===== src/rtl/clefia_pkg.sv =====
// clefia_pkg: shared mode, phase-count, select-encoding and state definitions for the CLEFIA sequencer
package clefia_pkg;
  typedef enum logic [1:0] {
    MODE_ENC128 = 2'd0,
    MODE_KEY128 = 2'd1,
    MODE_KEY256 = 2'd2,
    MODE_RSVD   = 2'd3
  } mode_e;
  localparam logic [5:0] N_ENC128 = 6'd36;
  localparam logic [5:0] N_KEY128 = 6'd24;
  localparam logic [5:0] N_KEY256 = 6'd40;
  typedef enum logic [2:0] {IDLE, PREFETCH, RUN, DRAIN1, DRAIN2} state_e;
  typedef struct packed {
    logic [1:0] mux1;
    logic       mux2;
    logic [1:0] mux3;
    logic [2:0] mux4;
    logic       mux5;
    logic       f;
  } sel_t;
  localparam sel_t SEL_ZERO    = '0;
  localparam sel_t SEL_G4_P1   = '{2'd3, 1'b0, 2'd0, 3'd1, 1'b0, 1'b1};
  localparam sel_t SEL_G4_EVEN = '{2'd3, 1'b1, 2'd2, 3'd1, 1'b1, 1'b0};
  localparam sel_t SEL_G4_ODD  = '{2'd3, 1'b1, 2'd1, 3'd1, 1'b1, 1'b1};
  localparam sel_t SEL_G8_P1   = '{2'd3, 1'b0, 2'd0, 3'd1, 1'b0, 1'b1};
  localparam sel_t SEL_G8_P2   = '{2'd1, 1'b0, 2'd0, 3'd2, 1'b0, 1'b0};
  localparam sel_t SEL_G8_P3   = '{2'd2, 1'b0, 2'd0, 3'd3, 1'b0, 1'b1};
  function automatic logic [5:0] n_phases(mode_e m);
    return m == MODE_KEY128 ? N_KEY128 : m == MODE_KEY256 ? N_KEY256 : N_ENC128;
  endfunction
endpackage


===== src/rtl/clefia_dp_sequencer_if.sv =====
// clefia_dp_sequencer_if: run request and datapath control bundle of the CLEFIA sequencer
interface clefia_dp_sequencer_if;
  logic       start;
  logic [1:0] mode;
  logic       busy;
  logic       done;
  logic [5:0] rk_addr;
  logic [1:0] rk_bank;
  logic [1:0] sel_mux_1;
  logic       sel_mux_2;
  logic [1:0] sel_mux_3;
  logic [2:0] sel_mux_4;
  logic       sel_mux_5;
  logic       selecao_f0_f1;
  modport master (output start, mode, input busy, done, rk_addr, rk_bank, sel_mux_1, sel_mux_2, sel_mux_3, sel_mux_4, sel_mux_5, selecao_f0_f1);
  modport slave (input start, mode, output busy, done, rk_addr, rk_bank, sel_mux_1, sel_mux_2, sel_mux_3, sel_mux_4, sel_mux_5, selecao_f0_f1);
endinterface


===== src/rtl/clefia_sel_decode.sv =====
// clefia_sel_decode: combinational (mode, phase) to datapath select bundle for GFN4 and GFN8 runs
module clefia_sel_decode
  import clefia_pkg::*;
(
  input  mode_e      mode,
  input  logic [5:0] phase,
  output sel_t       sel
);
  sel_t g4, g8;
  // GFN8 steady state repeats every four phases starting at phase 4, so phase[1:0] is the position in the cycle
  always_comb begin
    g4 = phase == 6'd0 ? SEL_ZERO : phase == 6'd1 ? SEL_G4_P1 : phase[0] ? SEL_G4_ODD : SEL_G4_EVEN;
    g8 = phase == 6'd0 ? SEL_ZERO : phase == 6'd1 ? SEL_G8_P1 : phase == 6'd2 ? SEL_G8_P2 : phase == 6'd3 ? SEL_G8_P3 :
         sel_t'{2'd2, 1'b1, {1'b0, phase[1:0] != 2'd3}, 3'd4, 1'b0, phase[0]};
    sel = mode == MODE_KEY256 ? g8 : g4;
  end
endmodule


===== src/rtl/clefia_dp_sequencer.sv =====
// clefia_dp_sequencer: sequences data_processing selects and key-store addresses through a full CLEFIA GFN run
module clefia_dp_sequencer
  import clefia_pkg::*;
(
  input logic clk,
  input logic rst,
  clefia_dp_sequencer_if.slave bus
);
  state_e     state;
  mode_e      bank;
  logic [5:0] cnt, n, addr_q;
  logic       busy_q, done_q;
  sel_t       sel_q, sel_d;
  clefia_sel_decode u_dec (.mode(bank), .phase(cnt), .sel(sel_d));
  assign n = n_phases(bank);
  // cnt is the phase presented next; the address runs one phase ahead so the key word lands with its selects
  always_ff @(posedge clk) begin
    if (rst) begin
      state  <= IDLE;
      bank   <= MODE_ENC128;
      cnt    <= '0;
      addr_q <= '0;
      busy_q <= 1'b0;
      done_q <= 1'b0;
      sel_q  <= SEL_ZERO;
    end else begin
      case (state)
        IDLE: if (bus.start && bus.mode != MODE_RSVD) begin
          state  <= PREFETCH;
          bank   <= mode_e'(bus.mode);
          cnt    <= '0;
          addr_q <= '0;
          busy_q <= 1'b1;
        end
        PREFETCH, RUN: if (cnt == n) state <= DRAIN1;
        else begin
          state  <= RUN;
          sel_q  <= sel_d;
          addr_q <= cnt + 6'd1 == n ? n - 6'd1 : cnt + 6'd1;
          cnt    <= cnt + 6'd1;
        end
        DRAIN1: begin
          state  <= DRAIN2;
          done_q <= 1'b1;
        end
        DRAIN2: begin
          state  <= IDLE;
          done_q <= 1'b0;
          busy_q <= 1'b0;
        end
        default: state <= IDLE;
      endcase
    end
  end
  assign bus.busy          = busy_q;
  assign bus.done          = done_q;
  assign bus.rk_addr       = addr_q;
  assign bus.rk_bank       = bank;
  assign bus.sel_mux_1     = sel_q.mux1;
  assign bus.sel_mux_2     = sel_q.mux2;
  assign bus.sel_mux_3     = sel_q.mux3;
  assign bus.sel_mux_4     = sel_q.mux4;
  assign bus.sel_mux_5     = sel_q.mux5;
  assign bus.selecao_f0_f1 = sel_q.f;
endmodule


===== src/flat_wrapper.sv =====
// flat-port wrapper written by rule: the top's interface ports become plain ports
module clefia_dp_sequencer_flat import clefia_pkg::*;
  (clk, rst, bus_start, bus_mode, bus_busy, bus_done, bus_rk_addr, bus_rk_bank, bus_sel_mux_1, bus_sel_mux_2, bus_sel_mux_3, bus_sel_mux_4, bus_sel_mux_5, bus_selecao_f0_f1);
  clefia_dp_sequencer_if bus_i ();
  input logic clk;
  input logic rst;
  input wire logic [$bits(bus_i.start)-1:0] bus_start;
  input wire logic [$bits(bus_i.mode)-1:0] bus_mode;
  output wire logic [$bits(bus_i.busy)-1:0] bus_busy;
  output wire logic [$bits(bus_i.done)-1:0] bus_done;
  output wire logic [$bits(bus_i.rk_addr)-1:0] bus_rk_addr;
  output wire logic [$bits(bus_i.rk_bank)-1:0] bus_rk_bank;
  output wire logic [$bits(bus_i.sel_mux_1)-1:0] bus_sel_mux_1;
  output wire logic [$bits(bus_i.sel_mux_2)-1:0] bus_sel_mux_2;
  output wire logic [$bits(bus_i.sel_mux_3)-1:0] bus_sel_mux_3;
  output wire logic [$bits(bus_i.sel_mux_4)-1:0] bus_sel_mux_4;
  output wire logic [$bits(bus_i.sel_mux_5)-1:0] bus_sel_mux_5;
  output wire logic [$bits(bus_i.selecao_f0_f1)-1:0] bus_selecao_f0_f1;
  assign bus_i.start = bus_start;
  assign bus_i.mode = bus_mode;
  assign bus_busy = bus_i.busy;
  assign bus_done = bus_i.done;
  assign bus_rk_addr = bus_i.rk_addr;
  assign bus_rk_bank = bus_i.rk_bank;
  assign bus_sel_mux_1 = bus_i.sel_mux_1;
  assign bus_sel_mux_2 = bus_i.sel_mux_2;
  assign bus_sel_mux_3 = bus_i.sel_mux_3;
  assign bus_sel_mux_4 = bus_i.sel_mux_4;
  assign bus_sel_mux_5 = bus_i.sel_mux_5;
  assign bus_selecao_f0_f1 = bus_i.selecao_f0_f1;
  clefia_dp_sequencer u_core (.clk(clk), .rst(rst), .bus(bus_i));
endmodule

===== config.mk =====
export PLATFORM = sky130hd
export DESIGN_NAME = clefia_dp_sequencer_flat
export DESIGN_NICKNAME = d
export VERILOG_FILES = /design/src/rtl/clefia_pkg.sv /design/src/rtl/clefia_dp_sequencer_if.sv /design/src/rtl/clefia_sel_decode.sv /design/src/rtl/clefia_dp_sequencer.sv /design/src/flat_wrapper.sv
export SDC_FILE = /design/constraint.sdc
export NUM_CORES = 1
export LEC_CHECK = 0
export ABC_CLOCK_PERIOD_IN_PS = 2660
export BUFFER_PORTS_ARGS = -buffer_cell sky130_fd_sc_hd__buf_2
export CORE_UTILIZATION = 50
export DETAILED_ROUTE_END_ITERATION = 12
export PLACE_DENSITY = 0.71
export SETUP_SLACK_MARGIN = 0.05
export SLEW_MARGIN = 20
export SYNTH_ARGS = -nofsm -noshare
export SYNTH_HDL_FRONTEND = slang
export SYNTH_SLANG_ARGS = --single-unit

===== constraint.sdc =====
create_clock -name clk -period 2.66 [get_ports clk]
set_input_delay 0.266 -clock clk [delete_from_list [all_inputs] [get_ports clk]]
set_output_delay 0.266 -clock clk [all_outputs]
set_load 0.05 [all_outputs]

-- Yosys cells after proc, flatten, opt, wreduce, memory -nomap -nowiden
Index checks and enable logic that the tools add are counted.
Widths: inputs -> output; s select.
- equality and inequality tests: 15
- reduce and logical (&&, ||, !) cells: 11
- order comparisons: 0
- mux-type cells: 22
- divide/modulo/power cells: 0
- bitwise logic cells: 1
- shift operators: 0
- add/subtract/negate cells: 2
- multiply operators: 0
- operators by type and width (operator ; number):
    $mux 10 ; 5
    $mux 6 ; 5
    $pmux 6 s2 ; 2
    $mux 8 ; 2
    $eq 6x2->1 const B ; 2
    $eq 6x6->1 ; 2
    $pmux 3 s3 ; 1
    $mux 7 ; 1
    $add 6x1->6 const B ; 1
    $eq 3x2->1 const B ; 2
    $eq 6x1->1 const B ; 1
    $logic_not 6->1 ; 1
    $ne 2x2->1 const B ; 3
    $reduce_and 2->1 ; 3
    $reduce_bool 2->1 ; 3
    $sub 6x1->6 const B ; 1
    $mux 4 ; 1
    $pmux 1 s2 ; 2
    $eq 3x1->1 const B ; 1
    $eq 3x3->1 const B ; 1
    $logic_not 3->1 ; 1
    $mux 3 ; 1
    $reduce_and 3->1 ; 1
    $eq 2x1->1 const B ; 1
    6 further kinds ; 7
- bits in latches: 0
- bits of input ports: 5
- bits in read-only memories: 0
- bits in registers: 29
- memories kept: 0
- memory bits (writable): 0

-- Longest topological paths before layout
Gate-level depths: netlist of the first run.
- depth after elaboration: 7
- depth in mapped cells: 9

-- Modules after synthesis
A second synthesis of the first run with hierarchy kept.
- cells, all modules: 200
- area total of the unflattened synthesis: 1567.8 µm²
- by module, submodules not included (module ; area an instance (µm²) ; times used ; sequential area each (µm²) ; cells each):
    clefia_dp_sequencer ; 1443.9 ; 1 ; 580.6 ; 178
    clefia_sel_decode ; 123.9 ; 1 ; 0.0 ; 22

-- Worst setup path after synthesis of the first run
No wires, ideal clock.
- path type: reg2reg
- start: register u_core.bank[0], in the netlist u_core.bus.rk_bank[0]
- end: register u_core.addr_q[3], in the netlist u_core.bus.rk_addr[3]
- clock period less this slack: 2720 ps
- stages on the path, launching flop included: 9
- setup time: 117 ps
- path slack: -60 ps
- arrival time: 2604 ps
- cells stage by stage: dfxtp_1 inv_1 ha_1 buf_4 nand3b_1 mux4_2 a2111oi_0 a21bo_2 a22o_1
- word-level cells in the longest chain between the ends: 7
- elaborated cells between the ends (all ways): 12
- RTL lines (element ; RTL line ; source):
    start, declared ; clefia_dp_sequencer.sv:10 ; mode_e bank;
    start signal, assigned ; clefia_dp_sequencer.sv:30 ; bank <= mode_e'(bus.mode);
    $eq 2x2->1 ; clefia_pkg.sv:29 ; return m == MODE_KEY128 ? N_KEY128 : m == MODE_KEY256 ? N_KEY256 : N_ENC128;
    $mux 4 ; clefia_pkg.sv:29 ;
    $mux 6 * ; clefia_pkg.sv:29 ;
    $sub 6x1->6 or $eq 6x6->1 (tied branches) ; clefia_dp_sequencer.sv:39 ; addr_q <= cnt + 6'd1 == n ? n - 6'd1 : cnt + 6'd1;
    $mux 6 ; clefia_dp_sequencer.sv:39 ;
    $mux 6 ; clefia_dp_sequencer.sv:35 ; PREFETCH, RUN: if (cnt == n) state <= DRAIN1;
    $pmux 6 s2 ; clefia_dp_sequencer.sv:27 ; case (state)
    end signal, assigned ; clefia_dp_sequencer.sv:39 ;
    end, declared ; clefia_dp_sequencer.sv:11 ; logic [5:0] cnt, n, addr_q;
Mark *: on every way between the ends. The rest lies on a longest branch, timed or not. The select of a mux whose other input is x is not followed.
A chain may end at the register's enable or synchronous reset.

-- Worst setup path in the final report of the first run
Ends and elaborated chain as after synthesis.

==> impl_metrics.xml, run 1 <==
<?xml version="1.0" encoding="UTF-8"?>
<metrics>
  <group name="timing">
    <metric name="worst_clk_skew" unit="ns">0.0154</metric>
    <metric name="setup_viol_count_final" unit="">0</metric>
    <metric name="rsz0062_at_grt" unit="">no</metric>
    <metric name="fin_crit" unit="ns">2.48</metric>
    <metric name="achievable-frequency" unit="MHz">403</metric>
    <metric name="maxSlewHeadroom" unit="%">48.5</metric>
    <metric name="worst_pin_slew" unit="ns">0.765</metric>
    <metric name="final-max-slew-violation-count" unit="">0</metric>
    <metric name="post-route-period-util" unit="%">93.3</metric>
    <metric name="finalHoldViolCount" unit="">0</metric>
    <metric name="final.setup.tns" unit="ns">0</metric>
  </group>
  <group name="global_routing">
    <metric name="met3_usage" unit="%">5.04</metric>
    <metric name="first_pass_grt_wire_length" unit="um">6180</metric>
    <metric name="gr_peak_layer" unit="">met2</metric>
    <metric name="grt_max_degree" unit="">24</metric>
    <metric name="grt_util_met1" unit="%">31.2</metric>
    <metric name="grt.overflow.total" unit="">0</metric>
    <metric name="grt_util_met2" unit="%">33.5</metric>
    <metric name="grt_antenna_before_repair" unit="">0</metric>
    <metric name="global_route.usage.total" unit="%">22.2</metric>
    <metric name="grt_pass1_vias" unit="">1349</metric>
  </group>
  <group name="synthesis">
    <metric name="netlist.area_leader.share" unit="%">33.0</metric>
    <metric name="synth_adder_area_share" unit="%">5.70</metric>
    <metric name="number_of_warning_messages_in_the_yosys_log" unit="">0</metric>
    <metric name="synth.top_cells.by_area" unit="">sky130_fd_sc_hd__dfxtp_1, sky130_fd_sc_hd__a21oi_1, sky130_fd_sc_hd__ha_1</metric>
    <metric name="post_synth_mux_area_share" unit="%">1.92</metric>
    <metric name="synth_area_leader_cell" unit="">sky130_fd_sc_hd__dfxtp_1</metric>
    <metric name="syn-cell-area" unit="sq mm">0.00176</metric>
    <metric name="synth_sequential_area_ratio" unit="%">33.0</metric>
    <metric name="dominant_combinational_cell_family_by_area_after_synthesis" unit="">simple AND/OR/NAND/NOR gates</metric>
    <metric name="number_of_synthesized_register_bits" unit="">29</metric>
    <metric name="synth.avg_cell_area" unit="sq um">8.17</metric>
    <metric name="synth_edf_count" unit="">0</metric>
    <metric name="synthArstFlopShare" unit="%">0</metric>
    <metric name="synth_flop_cell" unit="">sky130_fd_sc_hd__dfxtp_1</metric>
    <metric name="synth.net_count" unit="">228</metric>
    <metric name="synth.lib_cells_used.distinct" unit="">55</metric>
    <metric name="synth_compound_area_share" unit="%">23.1</metric>
    <metric name="synth-xor-area-share" unit="%">2.49</metric>
    <metric name="simple_gate_share_of_the_synthesized_area" unit="%">24.4</metric>
    <metric name="synthCells" unit="">215</metric>
  </group>
  <group name="floorplan">
    <metric name="core_region_area" unit="sq mm">0.00336</metric>
    <metric name="row_count" unit="">21</metric>
    <metric name="initial_core_util" unit="%">52.2</metric>
    <metric name="die_w" unit="um">61.3</metric>
    <metric name="design.portCount" unit="">25</metric>
    <metric name="die_h" unit="um">61.3</metric>
    <metric name="dieArea" unit="sq mm">0.00375</metric>
  </group>
  <group name="clock_network">
    <metric name="post_cts_resize_count" unit="">0</metric>
    <metric name="cts_tree" unit="">yes</metric>
    <metric name="cts_max_level" unit="">2</metric>
    <metric name="cts.path.max_buffers" unit="">2</metric>
    <metric name="cts_inserted_buffers" unit="">5</metric>
    <metric name="clk-insertion-delay-late" unit="ns">0.33</metric>
    <metric name="clkSinkCount" unit="">29</metric>
    <metric name="cts_setup_buffers" unit="">0</metric>
    <metric name="root_buffer" unit="">sky130_fd_sc_hd__clkbuf_4</metric>
    <metric name="cts-hold-fix-buffers" unit="">0</metric>
    <metric name="path_clk_slew" unit="ns">0.10</metric>
  </group>
  <group name="power">
    <metric name="leakage" unit="uW">0.000832</metric>
    <metric name="irDropWorstVdd" unit="mV">0.327</metric>
    <metric name="powerDensity" unit="mW/mm^2">549</metric>
    <metric name="fin_total_pwr" unit="uW">1070</metric>
  </group>
  <group name="detailed_routing">
    <metric name="drtIter0Drc" unit="">37</metric>
    <metric name="postRouteWirelength" unit="um">3780</metric>
    <metric name="viasPerCell" unit="">5.54</metric>
    <metric name="route.detailed.drc" unit="">0</metric>
    <metric name="route.vias.total" unit="">1580</metric>
    <metric name="drt_pre_antenna_iters" unit="">5</metric>
    <metric name="wirelength_per_cell" unit="um">13.3</metric>
    <metric name="ant_nets" unit="">0</metric>
  </group>
  <group name="placed_design">
    <metric name="io_buffer_count" unit="">24</metric>
    <metric name="finalWeightedCongestion" unit="">0.773</metric>
    <metric name="post-dp-hpwl" unit="um">2720</metric>
  </group>
  <group name="critical_path">
    <metric name="crit_required" unit="ns">2.88</metric>
    <metric name="setup.worst_path.class" unit="">flip-flop to flip-flop</metric>
    <metric name="worst_setup_path_start_kind" unit="">flip-flop</metric>
    <metric name="nature_of_the_critical_path_endpoint" unit="">flip-flop</metric>
    <metric name="cp_data_arrival_time" unit="ns">2.70</metric>
    <metric name="timing.critical_path.slowest_cell_delay" unit="ns">0.45</metric>
    <metric name="crit_path_max_fanout" unit="">8</metric>
    <metric name="r2r_setup_slack" unit="ns">0.18</metric>
    <metric name="critical_path.top_delay_family" unit="">compound AO/OA/AOI/OAI gates</metric>
    <metric name="worstPathCellList" unit="">inv_1, ha_2, a21bo_1, mux4_2, a2111oi_1, a21bo_2, a22o_1</metric>
    <metric name="crit_buf_inv" unit="">1</metric>
    <metric name="slowest_stage" unit="">sky130_fd_sc_hd__mux4_2</metric>
  </group>
  <group name="layout">
    <metric name="num_antenna_cells" unit="">0</metric>
    <metric name="area_growth_syn_to_layout" unit="%">11.4</metric>
    <metric name="design.final.nets" unit="">251</metric>
    <metric name="layout-drive-gt1-share" unit="%">21.3</metric>
    <metric name="layout.cells.most_common_list" unit="">sky130_fd_sc_hd__dfxtp_1, sky130_fd_sc_hd__a21oi_1, sky130_fd_sc_hd__buf_2, sky130_fd_sc_hd__nor2_1, sky130_fd_sc_hd__nand2_1</metric>
    <metric name="n_fill_cell" unit="">332</metric>
    <metric name="mostFrequentLayoutCell" unit="">sky130_fd_sc_hd__dfxtp_1</metric>
    <metric name="seqCellArea" unit="sq um">583</metric>
    <metric name="multiInputGateArea" unit="sq mm">0.00102</metric>
  </group>
  <group name="hold_path">
    <metric name="min-delay-path-class" unit="">primary input to flip-flop</metric>
  </group>
  <group name="run">
    <metric name="timing.max_cap.violations" unit="">0</metric>
  </group>
  <group name="outcome">
    <metric name="status" unit="">finished, final reports clean</metric>
  </group>
</metrics>
## per-layer routing
metal,wire length [um],vias up
met5,0,-
met1,1840,735
li1,-,802
met2,1730,39
met4,34,0
met3,168,4
## state kept, by name, summed over array words and instances, names as in the netlist
signal and flops:
u_core.bus.busy 1, u_core.bus.done 1, u_core.bus.rk_addr 6, u_core.bus.rk_bank 2, u_core.bus.sel_mux_1 2, u_core.bus.sel_mux_2 1
u_core.bus.sel_mux_3 2, u_core.bus.sel_mux_4 3, u_core.bus.sel_mux_5 1, u_core.bus.selecao_f0_f1 1, u_core.cnt 6, u_core.state 3
## logic make-up (layout without fill, tap and decap cells)
kind of cell	count (synthesis)	in the layout
xor gates and xnor gates	5	5
and+or+nand+nor	82	82
AOI/OAI and AO/OA	63	63
adders and majority gates	8	8
muxes	2	2
buffers and inverters	26	50
DFF	29	29
## through the flow
stage / instance area (sq um) / setup WS [ns] / utilization, % / std cells / hold WS (ns)
finish: 1960 / 0.178 / 58.2 / 285 / 0.173
global placement: 1860 / 0.293 / 55.4 / 277 / 0.439
global route: 1960 / 0.0829 / 58.2 / 285 / 0.146
CTS: 1950 / 0.159 / 57.9 / 285 / 0.164
detailed placement: 1860 / 0.186 / 55.4 / 277 / 0.443
floorplan: 1760 / 0.129 / - / 215 / 0.395
## worst min-delay path, stage by stage
cell                      delay [ns]
sky130_fd_sc_hd__buf_2          0.11
sky130_fd_sc_hd__nand2_1        0.05
sky130_fd_sc_hd__a21oi_1        0.05
## layout make-up
cell class	count	share of cell area, %
Clock inverter	1	1.53
Inverter	12	2.30
Sequential cell	29	29.8
Multi-Input combinational cell	160	52.2
Clock buffer	7	2.81
Tap cell	46	2.94
Timing Repair Buffer	30	8.44
## worst paths after layout
path	start	to	cells after the start
min	bus_mode[1]	u_core.bus.rk_bank[1]$_SDFFE_PP0P_	3
min reg2reg	u_core.bus.sel_mux_5$_SDFFE_PP0P_	u_core.bus.sel_mux_5$_SDFFE_PP0P_	2
max reg2reg	u_core.bus.rk_bank[0]$_SDFFE_PP0P_	u_core.bus.rk_addr[3]$_SDFFE_PP0P_	7
max	u_core.bus.rk_bank[0]$_SDFFE_PP0P_	u_core.bus.rk_addr[3]$_SDFFE_PP0P_	7
## report_power, final
part,internal [uW],leakage [uW],switching (uW)
Clock,224,0.0000455,155
Sequential,452,0.000236,15.2
Combinational,74.7,0.000550,154
## synthesized netlist by cell type, types with 2 or more instances
cell,number
sky130_fd_sc_hd__dfxtp_1,29
sky130_fd_sc_hd__buf_6,4
sky130_fd_sc_hd__nor3b_1,2
sky130_fd_sc_hd__a21o_1,3
sky130_fd_sc_hd__ha_1,8
sky130_fd_sc_hd__a31oi_1,2
sky130_fd_sc_hd__nand2_1,20
sky130_fd_sc_hd__nor3_1,4
sky130_fd_sc_hd__o21ai_0,9
sky130_fd_sc_hd__nor2b_1,3
sky130_fd_sc_hd__o21ai_1,2
sky130_fd_sc_hd__buf_4,2
sky130_fd_sc_hd__clkbuf_1,5
sky130_fd_sc_hd__inv_1,12
sky130_fd_sc_hd__a211o_1,2
sky130_fd_sc_hd__xnor2_1,4
sky130_fd_sc_hd__nor2_1,23
sky130_fd_sc_hd__and3b_1,2
sky130_fd_sc_hd__nand3_1,9
sky130_fd_sc_hd__clkbuf_8,3
sky130_fd_sc_hd__nand3b_1,2
sky130_fd_sc_hd__a21oi_1,25
sky130_fd_sc_hd__a22o_1,4
sky130_fd_sc_hd__a221oi_1,5
Note: power is estimated with default switching activity, not from simulation.
==> run 2: changes to the inputs <==
--- a/config.mk
+++ b/config.mk
@@ -6,9 +6,10 @@
 export NUM_CORES = 1
 export LEC_CHECK = 0
+export ABC_AREA = 1
 export ABC_CLOCK_PERIOD_IN_PS = 2660
 export BUFFER_PORTS_ARGS = -buffer_cell sky130_fd_sc_hd__buf_2
 export CORE_UTILIZATION = 50
 export DETAILED_ROUTE_END_ITERATION = 12
-export PLACE_DENSITY = 0.71
+export PLACE_DENSITY = 0.72
 export SETUP_SLACK_MARGIN = 0.05
 export SLEW_MARGIN = 20
==> constraint.sdc (replaced) <==
create_clock -name clk -period 2.66 [get_ports clk]
set_input_delay 0.266 -clock clk [delete_from_list [all_inputs] [get_ports clk]]
set_output_delay 0.266 -clock clk [all_outputs]
set_load 0.1 [all_outputs]
==> run 2 against run 1 <==
Against the previous run: routed wire length is 17% lower; the flow now finishes with violations (DRC); largest cell class unchanged; hold slack better by 0.068 ns; critical path depth is 4 higher; register-to-register slack better by 0.46 ns; sequential power is 8.8% higher; highest routed layer unchanged; setup slack better by 0.46 ns; combinational power is 130% higher; final cell count is 3.2% lower; via count is 11% lower; non-clock buffer count is 5 lower; largest power group is now combinational cells.
==> impl_metrics.xml, run 2 <==
<?xml version="1.0" encoding="UTF-8"?>
<metrics>
  <group name="floorplan">
    <metric name="design.portCount" unit="">25</metric>
    <metric name="row_count" unit="">19</metric>
    <metric name="initial_core_util" unit="%">54.5</metric>
    <metric name="die_w" unit="um">57.5</metric>
    <metric name="dieArea" unit="sq mm">0.00331</metric>
    <metric name="core_region_area" unit="sq mm">0.00283</metric>
    <metric name="die_h" unit="um">57.5</metric>
  </group>
  <group name="critical_path">
    <metric name="cp_data_arrival_time" unit="ns">2.23</metric>
    <metric name="crit_path_max_fanout" unit="">17</metric>
    <metric name="setup.worst_path.class" unit="">flip-flop to flip-flop</metric>
    <metric name="worstReg2RegStart" unit="">u_core.bus.rk_bank[0]$_SDFFE_PP0P_</metric>
    <metric name="crit_path_start" unit="">u_core.bus.rk_bank[0]$_SDFFE_PP0P_</metric>
    <metric name="nature_of_the_critical_path_endpoint" unit="">flip-flop</metric>
    <metric name="worstPathCellList" unit="">inv_1, ha_1, inv_1, o21ai_1, nor2_2, a21oi_4, inv_2, nand2_1, o21ai_1, nor2_1, nor2_1</metric>
    <metric name="slowest_stage" unit="">sky130_fd_sc_hd__a21oi_4</metric>
    <metric name="worst_setup_path_start_kind" unit="">flip-flop</metric>
    <metric name="timing.critical_path.slowest_cell_delay" unit="ns">0.42</metric>
    <metric name="crit_required" unit="ns">2.86</metric>
  </group>
  <group name="timing">
    <metric name="post-route-period-util" unit="%">76.0</metric>
    <metric name="final-max-slew-violation-count" unit="">0</metric>
    <metric name="fin_crit" unit="ns">2.02</metric>
    <metric name="rsz0062_at_grt" unit="">no</metric>
    <metric name="worst_clk_skew" unit="ns">0.00941</metric>
    <metric name="setup_viol_count_final" unit="">0</metric>
    <metric name="hold_slack" unit="ns">0.241</metric>
    <metric name="maxSlewHeadroom" unit="%">67.5</metric>
    <metric name="worst_pin_slew" unit="ns">0.486</metric>
    <metric name="achievable-frequency" unit="MHz">495</metric>
    <metric name="finalHoldViolCount" unit="">0</metric>
    <metric name="final.setup.tns" unit="ns">0</metric>
  </group>
  <group name="clock_network">
    <metric name="cts_tree" unit="">yes</metric>
    <metric name="cts_inserted_buffers" unit="">5</metric>
    <metric name="cts-hold-fix-buffers" unit="">0</metric>
    <metric name="clk-insertion-delay-late" unit="ns">0.32</metric>
    <metric name="clkSinkCount" unit="">29</metric>
    <metric name="path_clk_slew" unit="ns">0.09</metric>
    <metric name="post_cts_resize_count" unit="">0</metric>
    <metric name="cts_setup_buffers" unit="">0</metric>
    <metric name="root_buffer" unit="">sky130_fd_sc_hd__clkbuf_4</metric>
    <metric name="cts.path.max_buffers" unit="">2</metric>
    <metric name="cts_max_level" unit="">2</metric>
  </group>
  <group name="synthesis">
    <metric name="synthCells" unit="">219</metric>
    <metric name="synth_flop_cell" unit="">sky130_fd_sc_hd__dfxtp_1</metric>
    <metric name="synthArstFlopShare" unit="%">0</metric>
    <metric name="synth_sequential_area_ratio" unit="%">37.7</metric>
    <metric name="synth.avg_cell_area" unit="sq um">7.04</metric>
    <metric name="netlist.area_leader.share" unit="%">37.7</metric>
    <metric name="synth_edf_count" unit="">0</metric>
    <metric name="synth_area_leader_cell" unit="">sky130_fd_sc_hd__dfxtp_1</metric>
    <metric name="number_of_synthesized_register_bits" unit="">29</metric>
    <metric name="synth.net_count" unit="">232</metric>
    <metric name="synth.lib_cells_used.distinct" unit="">24</metric>
    <metric name="post-synth-top-count-cell" unit="">sky130_fd_sc_hd__nand2_1</metric>
    <metric name="number_of_warning_messages_in_the_yosys_log" unit="">0</metric>
    <metric name="yosys-top-cells-count" unit="">sky130_fd_sc_hd__nand2_1, sky130_fd_sc_hd__dfxtp_1, sky130_fd_sc_hd__a21oi_1, sky130_fd_sc_hd__nor2_1, sky130_fd_sc_hd__inv_1</metric>
    <metric name="syn-cell-area" unit="sq mm">0.00154</metric>
    <metric name="synth.top_cells.by_area" unit="">sky130_fd_sc_hd__dfxtp_1, sky130_fd_sc_hd__nand2_1, sky130_fd_sc_hd__a21oi_1</metric>
  </group>
  <group name="hold_path">
    <metric name="min-delay-path-class" unit="">primary input to flip-flop</metric>
    <metric name="holdCritStartpoint" unit="">bus_mode[0]</metric>
  </group>
  <group name="placed_design">
    <metric name="post-dp-hpwl" unit="um">2360</metric>
    <metric name="finalWeightedCongestion" unit="">0.805</metric>
    <metric name="io_buffer_count" unit="">24</metric>
  </group>
  <group name="detailed_routing">
    <metric name="wirelength_per_cell" unit="um">11.4</metric>
    <metric name="viasPerCell" unit="">5.08</metric>
    <metric name="route.vias.total" unit="">1401</metric>
    <metric name="drtIter0Drc" unit="">33</metric>
    <metric name="drt_pre_antenna_iters" unit="">8</metric>
    <metric name="route.detailed.drc" unit="">1</metric>
    <metric name="ant_nets" unit="">0</metric>
    <metric name="postRouteWirelength" unit="um">3140</metric>
  </group>
  <group name="outcome">
    <metric name="failed_checks" unit="">DRC</metric>
    <metric name="status" unit="">finished with violations</metric>
  </group>
  <group name="global_routing">
    <metric name="grt_antenna_before_repair" unit="">0</metric>
    <metric name="grt.overflow.total" unit="">0</metric>
    <metric name="first_pass_grt_wire_length" unit="um">5480</metric>
    <metric name="grt_pass1_vias" unit="">1312</metric>
    <metric name="grt_max_degree" unit="">27</metric>
    <metric name="global_route.usage.total" unit="%">21.3</metric>
  </group>
  <group name="layout">
    <metric name="n_fill_cell" unit="">266</metric>
    <metric name="layout-drive-gt1-share" unit="%">21.2</metric>
    <metric name="design.final.nets" unit="">257</metric>
    <metric name="mostFrequentLayoutCell" unit="">sky130_fd_sc_hd__nand2_1</metric>
    <metric name="layout.cells.most_common_list" unit="">sky130_fd_sc_hd__nand2_1, sky130_fd_sc_hd__dfxtp_1, sky130_fd_sc_hd__buf_2, sky130_fd_sc_hd__a21oi_1, sky130_fd_sc_hd__nor2_1</metric>
    <metric name="area_growth_syn_to_layout" unit="%">12.9</metric>
    <metric name="seqCellArea" unit="sq um">581</metric>
    <metric name="num_antenna_cells" unit="">0</metric>
    <metric name="multiInputGateArea" unit="sq um">826</metric>
  </group>
  <group name="power">
    <metric name="p_sw_share" unit="%">42.8</metric>
    <metric name="fin_total_pwr" unit="uW">1410</metric>
    <metric name="power.switching" unit="uW">603</metric>
    <metric name="power.sequential.fraction" unit="%">36.0</metric>
    <metric name="leakage" unit="uW">0.000778</metric>
    <metric name="irDropWorstVdd" unit="mV">0.680</metric>
    <metric name="combinational_share_of_power" unit="%">37.5</metric>
    <metric name="power.share.clock" unit="%">26.5</metric>
    <metric name="internal-power" unit="uW">808</metric>
    <metric name="powerDensity" unit="mW/mm^2">811</metric>
  </group>
  <group name="run">
    <metric name="timing.max_cap.violations" unit="">0</metric>
  </group>
</metrics>
[run 2: changes by cell type after synthesis, moves of 4 or more]
cell                       delta
sky130_fd_sc_hd__nor2_2       +4
sky130_fd_sc_hd__inv_1        +5
sky130_fd_sc_hd__nand2_2      +5
sky130_fd_sc_hd__a22o_1       -4
sky130_fd_sc_hd__nand2_1     +39
sky130_fd_sc_hd__inv_2        +5
sky130_fd_sc_hd__a221oi_1     -5
sky130_fd_sc_hd__o21ai_0      -6
sky130_fd_sc_hd__nor2_1       -4
sky130_fd_sc_hd__xnor2_1      -4
sky130_fd_sc_hd__nand3_1      +7
[run 2: cell families after synthesis]
| family | count (synthesis) | share of synthesized area, % |
|---|---|---|
| buffers and inverters | 29 | 8.77 |
| and+or+nand+nor | 116 | 33.5 |
| adders and majority gates | 8 | 6.49 |
| DFF | 29 | 37.7 |
| AOI/OAI and AO/OA | 37 | 13.6 |
[run 2: power by group through the flow]
| stage | Combinational [uW] | Clock (uW) | Sequential [uW] |
|---|---|---|---|
| finish | 529 | 373 | 508 |
| global route | 571 | 401 | 514 |
| detailed placement | 530 | 0 | 519 |
| floorplan | 239 | 0 | 739 |
| CTS | 533 | 381 | 509 |
| global placement | 528 | 0 | 518 |
[run 2: layer usage]
layer,wire [um],GRT usage [%],vias up
met5,0,0,-
met4,55,8.71,0
met3,201,6.58,7
met2,1370,35.2,39
met1,1520,25.6,591
li1,-,-,764
[run 2: worst paths after layout]
kind	end	slack, ns	cells past startpoint
max reg2reg	u_core.bus.sel_mux_3[0]$_SDFFE_PP0P_	0.64	11
max	u_core.bus.sel_mux_3[0]$_SDFFE_PP0P_	0.64	11
min reg2reg	u_core.state[2]$_SDFFE_PP0P_	0.46	1
min	u_core.bus.rk_bank[0]$_SDFFE_PP0P_	0.24	3
[run 2: final cells by class]
type                       instances  share of cell area (%)
multi-input combinational        161                    47.4
tap                               31                    2.23
clock buffer                       7                    3.16
inverter                          22                    4.74
clock inverter                     1                    1.73
sequential                        29                    33.4
timing repair buffer              25                    7.33
[run 2: per-stage QoR]
stage | area (sq um) | worst slack, ns | util (%) | instances
6_report | 1740 | 0.639 | 61.5 | 276
5_1_grt | 1740 | 0.417 | 61.5 | 276
4_1_cts | 1740 | 0.629 | 61.5 | 276
3_5_place_dp | 1660 | 0.652 | 58.5 | 268
3_3_place_gp | 1660 | 0.708 | 58.5 | 268
2_1_floorplan | 1540 | 0.195 | - | 219
[run 2: worst max-delay path, delay by kind of cell, from the launching register on]
family                   cells  cell delay (ns)
AND/OR/NAND/NOR              4             0.29
AO/OA/AOI/OAI                3             0.63
buffers and inverters        3             0.31
flip-flops                   1             0.35
adder cells (fa/ha/maj)      1             0.33
==> run 3: changes to the inputs <==
- ABC_AREA: 1 -> 0
- ABC_CLOCK_PERIOD_IN_PS: 2660 -> 1850
- PLACE_DENSITY: 0.72 -> 0.74
- clock period: 2.66 -> 1.85 ns (I/O delays scaled with it)
==> run 3 against run 2 <==
Against the previous run: the run ends with setup timing left; sequential cell count is the same; final area increased by 32%; clock skew decreased by 0.0037 ns; non-clock buffer count is 34 higher; setup slack lost 1.0 ns; fmax down 10%; global-route usage grew 2.3 points; clock power decreased by 3%; largest power group is now registers.
==> impl_metrics.xml, run 3 (same netlist as run 1, synthesis figures left out) <==
<?xml version="1.0" encoding="UTF-8"?>
<metrics>
  <group name="outcome">
    <metric name="status" unit="">finished with violations</metric>
    <metric name="failed_checks" unit="">setup timing</metric>
  </group>
  <group name="timing">
    <metric name="fin_crit" unit="ns">2.25</metric>
    <metric name="worst_pin_slew" unit="ns">0.543</metric>
    <metric name="final-max-slew-violation-count" unit="">0</metric>
    <metric name="finalHoldViolCount" unit="">0</metric>
    <metric name="maxSlewHeadroom" unit="%">63.7</metric>
    <metric name="worst_clk_skew" unit="ns">0.00569</metric>
    <metric name="setup_viol_count_final" unit="">18</metric>
    <metric name="post-route-period-util" unit="%">121</metric>
    <metric name="achievable-frequency" unit="MHz">445</metric>
    <metric name="rsz0062_at_grt" unit="">yes</metric>
    <metric name="final.setup.worst_slack" unit="ns">-0.396</metric>
    <metric name="final.setup.tns" unit="ns">-1.71</metric>
  </group>
  <group name="detailed_routing">
    <metric name="route.vias.total" unit="">1714</metric>
    <metric name="drtIter0Drc" unit="">71</metric>
    <metric name="route.detailed.drc" unit="">0</metric>
    <metric name="postRouteWirelength" unit="um">4230</metric>
    <metric name="drt_pre_antenna_iters" unit="">4</metric>
    <metric name="ant_nets" unit="">0</metric>
    <metric name="viasPerCell" unit="">5.46</metric>
    <metric name="wirelength_per_cell" unit="um">13.5</metric>
  </group>
  <group name="layout">
    <metric name="design.final.nets" unit="">280</metric>
    <metric name="num_antenna_cells" unit="">0</metric>
    <metric name="layout.cells.most_common_list" unit="">sky130_fd_sc_hd__buf_4, sky130_fd_sc_hd__dfxtp_1, sky130_fd_sc_hd__buf_2, sky130_fd_sc_hd__nor2_1</metric>
    <metric name="area_growth_syn_to_layout" unit="%">31.1</metric>
    <metric name="layout-drive-gt1-share" unit="%">36.9</metric>
    <metric name="mostFrequentLayoutCell" unit="">sky130_fd_sc_hd__buf_4</metric>
  </group>
  <group name="global_routing">
    <metric name="grt_util_met2" unit="%">36.8</metric>
    <metric name="met3_usage" unit="%">6.72</metric>
    <metric name="grt.overflow.total" unit="">0</metric>
    <metric name="grt_util_met1" unit="%">30.0</metric>
    <metric name="grt_antenna_before_repair" unit="">0</metric>
    <metric name="grt_max_degree" unit="">15</metric>
    <metric name="first_pass_grt_wire_length" unit="um">6270</metric>
    <metric name="gr_peak_layer" unit="">met2</metric>
    <metric name="global_route.usage.total" unit="%">23.6</metric>
    <metric name="grt_pass1_vias" unit="">1372</metric>
  </group>
  <group name="placed_design">
    <metric name="post-dp-hpwl" unit="um">2980</metric>
    <metric name="finalWeightedCongestion" unit="">0.802</metric>
    <metric name="dp_worst_setup_slack" unit="ns">-0.424</metric>
    <metric name="io_buffer_count" unit="">24</metric>
  </group>
  <group name="clock_network">
    <metric name="cts_max_level" unit="">2</metric>
    <metric name="clk-insertion-delay-late" unit="ns">0.33</metric>
    <metric name="cts_inserted_buffers" unit="">5</metric>
    <metric name="clkSinkCount" unit="">29</metric>
    <metric name="cts.path.max_buffers" unit="">2</metric>
    <metric name="cts_tree" unit="">yes</metric>
    <metric name="root_buffer" unit="">sky130_fd_sc_hd__clkbuf_4</metric>
    <metric name="path_clk_slew" unit="ns">0.09</metric>
  </group>
  <group name="critical_path">
    <metric name="r2r_setup_slack" unit="ns">-0.40</metric>
    <metric name="crit_path_max_fanout" unit="">7</metric>
    <metric name="r2r_end" unit="">u_core.bus.rk_addr[3]$_SDFFE_PP0P_</metric>
    <metric name="worst_setup_path_start_kind" unit="">flip-flop</metric>
    <metric name="worstPathCellList" unit="">inv_4, ha_4, a21bo_1, mux4_2, a2111oi_4, a21bo_2, a22o_1</metric>
    <metric name="slowest_stage" unit="">sky130_fd_sc_hd__mux4_2</metric>
    <metric name="timing.critical_path.slowest_cell_delay" unit="ns">0.50</metric>
    <metric name="critPathCapture" unit="">u_core.bus.rk_addr[3]$_SDFFE_PP0P_</metric>
    <metric name="crit_required" unit="ns">2.08</metric>
    <metric name="cp_data_arrival_time" unit="ns">2.47</metric>
    <metric name="worst-r2r-cell-count" unit="">7</metric>
    <metric name="crit_path_start" unit="">u_core.bus.rk_bank[0]$_SDFFE_PP0P_</metric>
    <metric name="nature_of_the_critical_path_endpoint" unit="">flip-flop</metric>
    <metric name="worstReg2RegStart" unit="">u_core.bus.rk_bank[0]$_SDFFE_PP0P_</metric>
    <metric name="setup.worst_path.class" unit="">flip-flop to flip-flop</metric>
  </group>
  <group name="power">
    <metric name="leakage" unit="uW">0.000982</metric>
    <metric name="irDropWorstVdd" unit="mV">0.509</metric>
    <metric name="powerDensity" unit="mW/mm^2">667</metric>
    <metric name="fin_total_pwr" unit="uW">1540</metric>
  </group>
  <group name="floorplan">
    <metric name="die_w" unit="um">61.3</metric>
    <metric name="core_region_area" unit="sq mm">0.00336</metric>
    <metric name="design.portCount" unit="">25</metric>
    <metric name="dieArea" unit="sq mm">0.00375</metric>
    <metric name="die_h" unit="um">61.3</metric>
    <metric name="row_count" unit="">21</metric>
    <metric name="initial_core_util" unit="%">52.2</metric>
  </group>
  <group name="hold_path">
    <metric name="min-delay-path-class" unit="">primary input to flip-flop</metric>
    <metric name="hold-path-cell-count" unit="">3</metric>
  </group>
  <group name="run">
    <metric name="timing.max_cap.violations" unit="">0</metric>
  </group>
</metrics>
-- run 3: cell types whose count changed in the layout (fill, tap and decap cells not counted), moves of 4 or more --
cell	change
sky130_fd_sc_hd__a21oi_2	+5
sky130_fd_sc_hd__a22o_1	+4
sky130_fd_sc_hd__buf_4	+27
sky130_fd_sc_hd__buf_6	+6
sky130_fd_sc_hd__inv_1	-7
sky130_fd_sc_hd__inv_2	-4
sky130_fd_sc_hd__nand2_1	-39
sky130_fd_sc_hd__nand2_2	-5
sky130_fd_sc_hd__nand3_1	-9
sky130_fd_sc_hd__o21ai_0	+5
sky130_fd_sc_hd__xnor2_1	+4
-- run 3: power breakdown --
part / internal (uW) / switching, uW
clock network: 144 / 216
registers: 648 / 20.2
logic: 176 / 330
total: 969 / 567
-- run 3: worst min path at each step --
stage,start,end
floorplan,bus_mode[0],u_core.bus.rk_bank[0]$_SDFFE_PP0P_
global placement,bus_mode[0],u_core.bus.rk_bank[0]$_SDFFE_PP0P_
detailed placement,bus_mode[1],u_core.bus.rk_bank[1]$_SDFFE_PP0P_
CTS,bus_mode[1],u_core.bus.rk_bank[1]$_SDFFE_PP0P_
global route,bus_mode[1],u_core.bus.rk_bank[1]$_SDFFE_PP0P_
finish,bus_mode[1],u_core.bus.rk_bank[1]$_SDFFE_PP0P_
-- run 3: routing by layer --
metal / wire length, um / part of all wire [%] / vias up
li1: - / - / 867
met5: 0 / 0 / -
met4: 70 / 1.7 / 0
met3: 124 / 2.9 / 7
met1: 2000 / 47 / 806
met2: 2030 / 48 / 34
-- run 3: critical path: cells and delay by family, from the launching register on --
kind,cells,cell delay (ns)
adder cells (fa/ha/maj),1,0.29
multiplexers,1,0.50
buffers and inverters,1,0.04
AO/OA/AOI/OAI,4,0.96
flip-flops,1,0.37
-- run 3: layout make-up --
type                            instances  area (sq um)
Multi-Input combinational cell        160          1150
Fill cell                             301          1060
Sequential cell                        29           588
Timing Repair Buffer                   59           403
Tap cell                               46          57.6
Inverter                               12          47.5
Clock buffer                            6          41.3
Clock inverter                          2          10.0
-- run 3: what timing repair did --
| action | 4_1_cts | 5_1_grt |
|---|---|---|
| gates cloned | 2 | 0 |
| pin swaps | 12 | 4 |
| endpoints found under the hold margin | 0 | 0 |
| setup endpoints to repair | 23 | 23 |
| buffers inserted | 2 | 2 |
| hold buffers | 0 | 0 |
| resized for setup | 23 | 7 |
-- run 3: stage by stage --
stage	instances	utilization, %	hold WS [ns]	cell area, sq um
5_1_grt	314	68.5	0.0788	2300
2_1_floorplan	215	-	0.311	1810
6_report	314	68.5	0.0953	2300
3_3_place_gp	300	61.8	0.435	2080
4_1_cts	312	66.9	0.0949	2250
3_5_place_dp	300	61.8	0.438	2080
